<file path="src/rtl/ag_video_fetch.sv">
// ag_video_fetch: raster timing, video RAM fetch scheduling and 1-bit pixel
// serializer for the Agat 256x256 monochrome graphics mode.
module ag_video_fetch #(
  parameter int unsigned H_TOTAL      = 384,
  parameter int unsigned H_ACTIVE     = 256,
  parameter int unsigned H_SYNC_START = 288,
  parameter int unsigned H_SYNC_LEN   = 32,
  parameter int unsigned V_TOTAL      = 312,
  parameter int unsigned V_ACTIVE     = 256,
  parameter int unsigned V_SYNC_START = 272,
  parameter int unsigned V_SYNC_LEN   = 4
) (
  input  logic        CLK,
  input  logic        RST,
  input  logic        PIX_EN,
  input  logic [1:0]  PAGE,
  output logic [13:0] AB2,
  output logic        CS2,
  input  logic [15:0] DO2,
  output logic        PIX,
  output logic        HS,
  output logic        VS,
  output logic        BLANK,
  output logic        VBL
);

  // hcnt must also hold the look-ahead position hcnt+3 before wrapping
  localparam int unsigned HW = $clog2(H_TOTAL + 3);
  localparam int unsigned VW = $clog2(V_TOTAL);

  logic [HW-1:0] hcnt;
  logic [VW-1:0] vcnt;
  logic [1:0]    page_r;
  logic          cs_d;
  logic [15:0]   prefetch;
  logic [15:0]   shreg;

  logic [HW-1:0] hahead_c;
  logic [HW-1:0] hmod_c;
  logic          hwrap_c;
  logic          h_last_c;
  logic          v_last_c;
  logic [VW-1:0] vnext_c;
  logic [VW-1:0] line_c;
  logic          fetch_c;
  logic          active_c;
  logic          load_c;
  logic [15:0]   order_c;

  // Position decode and fetch decision, three pixels ahead of display
  always_comb begin
    hahead_c = hcnt + HW'(3);
    hwrap_c  = (hahead_c >= HW'(H_TOTAL));
    hmod_c   = hwrap_c ? (hahead_c - HW'(H_TOTAL)) : hahead_c;
    h_last_c = (hcnt == HW'(H_TOTAL - 1));
    v_last_c = (vcnt == VW'(V_TOTAL - 1));
    vnext_c  = v_last_c ? '0 : (vcnt + VW'(1));
    line_c   = hwrap_c ? vnext_c : vcnt;
    fetch_c  = PIX_EN && (hmod_c[3:0] == 4'd0) && (hmod_c < HW'(H_ACTIVE))
               && (line_c < VW'(V_ACTIVE));
    active_c = (hcnt < HW'(H_ACTIVE)) && (vcnt < VW'(V_ACTIVE));
    load_c   = active_c && (hcnt[3:0] == 4'd0);
    // Even-address byte [7:0] goes out first, MSB first within each byte
    order_c  = {prefetch[7:0], prefetch[15:8]};
  end

  // Raster counters
  always_ff @(posedge CLK) begin
    if (RST) begin
      hcnt <= '0;
      vcnt <= '0;
    end else if (PIX_EN) begin
      if (h_last_c) begin
        hcnt <= '0;
        vcnt <= vnext_c;
      end else begin
        hcnt <= hcnt + HW'(1);
      end
    end
  end

  // Page is latched once per frame during vertical sync
  always_ff @(posedge CLK) begin
    if (RST) begin
      page_r <= 2'd0;
    end else if (PIX_EN && (hcnt == '0) && (vcnt == VW'(V_SYNC_START))) begin
      page_r <= PAGE;
    end
  end

  // Video RAM request and read-data capture
  always_ff @(posedge CLK) begin
    if (RST) begin
      AB2      <= 14'd0;
      CS2      <= 1'b0;
      cs_d     <= 1'b0;
      prefetch <= 16'd0;
    end else begin
      CS2  <= fetch_c;
      cs_d <= CS2;
      if (fetch_c) begin
        AB2 <= {page_r, line_c[7:0], hmod_c[7:4]};
      end
      if (cs_d) begin
        prefetch <= DO2;
      end
    end
  end

  // Pixel serializer
  always_ff @(posedge CLK) begin
    if (RST) begin
      shreg <= 16'd0;
      PIX   <= 1'b0;
    end else if (PIX_EN) begin
      if (load_c) begin
        PIX   <= order_c[15];
        shreg <= {order_c[14:0], 1'b0};
      end else if (active_c) begin
        PIX   <= shreg[15];
        shreg <= {shreg[14:0], 1'b0};
      end else begin
        PIX   <= 1'b0;
      end
    end
  end

  // Sync, blanking and vertical-blank strobe
  always_ff @(posedge CLK) begin
    if (RST) begin
      HS    <= 1'b0;
      VS    <= 1'b0;
      BLANK <= 1'b1;
      VBL   <= 1'b0;
    end else begin
      VBL <= PIX_EN && (hcnt == '0) && (vcnt == VW'(V_ACTIVE));
      if (PIX_EN) begin
        HS    <= (hcnt >= HW'(H_SYNC_START)) &&
                 (hcnt < HW'(H_SYNC_START + H_SYNC_LEN));
        VS    <= (vcnt >= VW'(V_SYNC_START)) &&
                 (vcnt < VW'(V_SYNC_START + V_SYNC_LEN));
        BLANK <= !active_c;
      end
    end
  end

endmodule

</file>
<file path="config.mk">
export PLATFORM = sky130hd
export DESIGN_NAME = ag_video_fetch
export DESIGN_NICKNAME = d
export VERILOG_FILES = /design/src/rtl/ag_video_fetch.sv
export SDC_FILE = /design/constraint.sdc
export NUM_CORES = 1
export LEC_CHECK = 0
export BUFFER_PORTS_ARGS = -buffer_cell sky130_fd_sc_hd__buf_2
export CAP_MARGIN = 10
export CORE_ASPECT_RATIO = 1.1
export CORE_MARGIN = 3
export CORE_UTILIZATION = 50
export CTS_BUF_LIST = sky130_fd_sc_hd__clkbuf_4
export CTS_CLUSTER_SIZE = 16
export DETAILED_ROUTE_END_ITERATION = 16
export PLACE_DENSITY = 0.78
export SLEW_MARGIN = 5
export SYNTH_ARGS = -nofsm -noshare
export SYNTH_HDL_FRONTEND = slang
export SYNTH_SLANG_ARGS = --single-unit
export TNS_END_PERCENT = 10
</file>
<file path="constraint.sdc">
create_clock -name CLK -period 4.05 [get_ports CLK]
set_input_delay 0.2025 -clock CLK [delete_from_list [all_inputs] [get_ports CLK]]
set_output_delay 0.2025 -clock CLK [all_outputs]
set_load 0.005 [all_outputs]
</file>
==> out/metrics.cfg <==
[status]
status = finished, final reports clean

[logic_synthesis]
yosysSeqAreaShare = 0.426
syn-num-nets = 421
ys_ff_latch = 72
async_reset_ff_frac = 0
synth_edf_count = 0
syn-instance-count = 395
ys_types = 48
ys_dominant_reg_cell = dfxtp_1
netlist_area_mm2 = 0.00338
synth_area_per_cell_um2 = 8.57
ys_warn_count = 0

[place]
place.gp.congestion = 0.914
dpl.hpwl_um = 5330
dp_cells = 486
io_buffer_count = 40

[critical_path]
cp.required_ns = 4.32
reg2reg_slack_ns = 1.18
cp.arrival_ns = 3.14
cp_max_fo = 15
timing.rr.start = hcnt[0]
end_kind = flip-flop
reg2reg_to = AB2[3]
rr_worst_depth = 8
criticalPathCategory = flip-flop to flip-flop
startpoint_type = flip-flop

[clocking]
ctsHtreeMaxLevel = 3
cts_resized = 0
numCtsBuffers = 9
clockBufferDepth = 2
clock-root-buffer = clkbuf_4
clock_sink_count = 72
clkTransAtPathRegs_ns = 0.13
tritoncts = yes
clock_latency_ns = 0.43

[detailed_routing]
highest_layer = met4
wl_met2_um = 3750
drt-vias-per-instance = 5.78
drc = 0
wl_met3_um = 451
routedWlPerCell_um = 15.4
firstDrtPassIters = 4
ant_nets = 0
wl_met1_um = 3570
routed_wl_um = 7920
drtIter0Drc = 154
num_vias = 2972

[die]
die_h_um = 92.3
die-area_mm2 = 0.00779
die-width_um = 84.4
placementRows = 30
start_util = 0.530
io_pins = 41
fp.coreArea_mm2 = 0.00638

[timing]
finalMaxSlewViolations = 0
fin_hold_ws_ns = 0.0132
fmax_mhz = 348
clock_skew_ns = 0.0150
rsz0062_at_grt = no
setup_tns_ns = 0
finalCritPeriodShare = 0.709
setup_viol = 0
fin_crit_ns = 2.87
worstMarginPinSlew_ns = 0.969
finalHoldViolations = 0
max_slew_margin = 0.352

[run]
max_cap_violations = 0

[final_layout]
drive_above_1_share = 0.166
area_delta_synth_final_pct = 13.5
num_antenna_cells = 0
nets = 455
layout.cells.non_filler = 514
layout_common_cells = dfxtp_1, nor2_1, nand2_1, a21oi_1, buf_2
layout_commonest_cell = dfxtp_1
fin_util = 0.602

[power]
power.total_mw = 1.36
max-vdd-ir-drop_uv = 218
power_density_mw_per_mm2 = 355
p_leak_nw = 1.37

[global_routing]
grt_pass1_vias = 2935
grt_pass1_wl_um = 13500
grt-ovfl-total = 0
antenna_found_initial = 0
grtUsageTotal = 0.211
grt_max_degree = 39

[worst_hold_path]
min-delay-start = DO2[14]
holdPathStages = 3
hp-class = primary input to flip-flop
min_to = prefetch[14]

-- routing by layer --
metal / vias to the layer above / GRT usage
met1: 1375 / 0.264
met3: 16 / 0.0638
met5: - / 0
met4: 0 / 0.0739
met2: 98 / 0.344
li1: 1483 / -
-- area by class of cell --
cell class / instances / area (µm²)
Fill cell: 578 / 2540
Multi-Input combinational cell: 282 / 1760
Sequential cell: 72 / 1440
Timing Repair Buffer: 55 / 343
Tap cell: 80 / 100
Clock inverter: 7 / 93.8
Clock buffer: 9 / 67.6
Inverter: 9 / 33.8
-- worst max-delay path by stage --
stage	startpoint	slack, ns	end
6_report	hcnt[0]	1.18	AB2[3]
2_1_floorplan	hcnt[0]	1.78	AB2[11]
4_1_cts	hcnt[0]	1.19	AB2[3]
3_3_place_gp	hcnt[0]	1.35	AB2[11]
5_1_grt	hcnt[0]	1.01	AB2[3]
3_5_place_dp	hcnt[0]	1.20	AB2[1]
-- sequential cells by signal, summed over array words and instances (netlist names), 2 cells and up --
signal	cells
page_r	2
vcnt	9
AB2	14
hcnt	9
prefetch	16
shreg	15
-- report_power, final --
part / internal, mW / leakage [nW] / switching, mW
registers: 0.727 / 0.583 / 0.0127
clock network: 0.250 / 0.0839 / 0.258
logic: 0.0474 / 0.699 / 0.0665
total: 1.02 / 1.37 / 0.338
-- logic make-up after synthesis --
family                   share of synthesized area
flip-flops                                   0.426
AO/OA/AOI/OAI                                0.209
multiplexers                                0.0592
buffers and inverters                       0.0533
AND/OR/NAND/NOR                              0.206
XOR/XNOR                                    0.0285
adder cells (fa/ha/maj)                     0.0185
-- critical path: stages, from the launching register on --
cell	delay [ns]
dfxtp_1	0.44
inv_1	0.11
ha_1	0.30
or4b_4	0.52
o22ai_2	0.20
a32oi_4	0.17
o21a_4	0.30
nor2_2	0.48
a311oi_1	0.19
-- Yosys cell counts (3+ instances only) --
cell type	number	area share
o21ai_1	3	0.0044
nor3_1	16	0.024
nor2_1	46	0.051
xnor2_1	5	0.013
inv_1	9	0.010
o31ai_1	6	0.013
o221ai_1	14	0.036
o21ai_0	9	0.013
xor2_1	6	0.016
nor2b_1	3	0.0055
a21oi_1	40	0.059
nand2b_1	3	0.0055
nand2_1	41	0.045
ha_1	5	0.018
nor4_1	3	0.0055
nand3_1	13	0.019
mux2i_1	20	0.059
dfxtp_1	72	0.43
or3_1	7	0.013
buf_2	9	0.013
clkbuf_1	20	0.022
a31oi_1	6	0.011
a311oi_1	6	0.016
a211oi_2	4	0.015
-- per-stage QoR --
step,setup WS (ns),cell area (µm²)
after CTS,1.19,3830
after detailed placement,1.20,3560
final,1.18,3840
after floorplan,1.78,3380
after global placement,1.35,3560
after global routing,1.01,3840
-- repair_timing --
item	CTS	global route
hold buffers	11	1
endpoints found under the hold margin	11	1
buffers inserted	0	0
No activity file was read; power rests on OpenSTA's default activity.
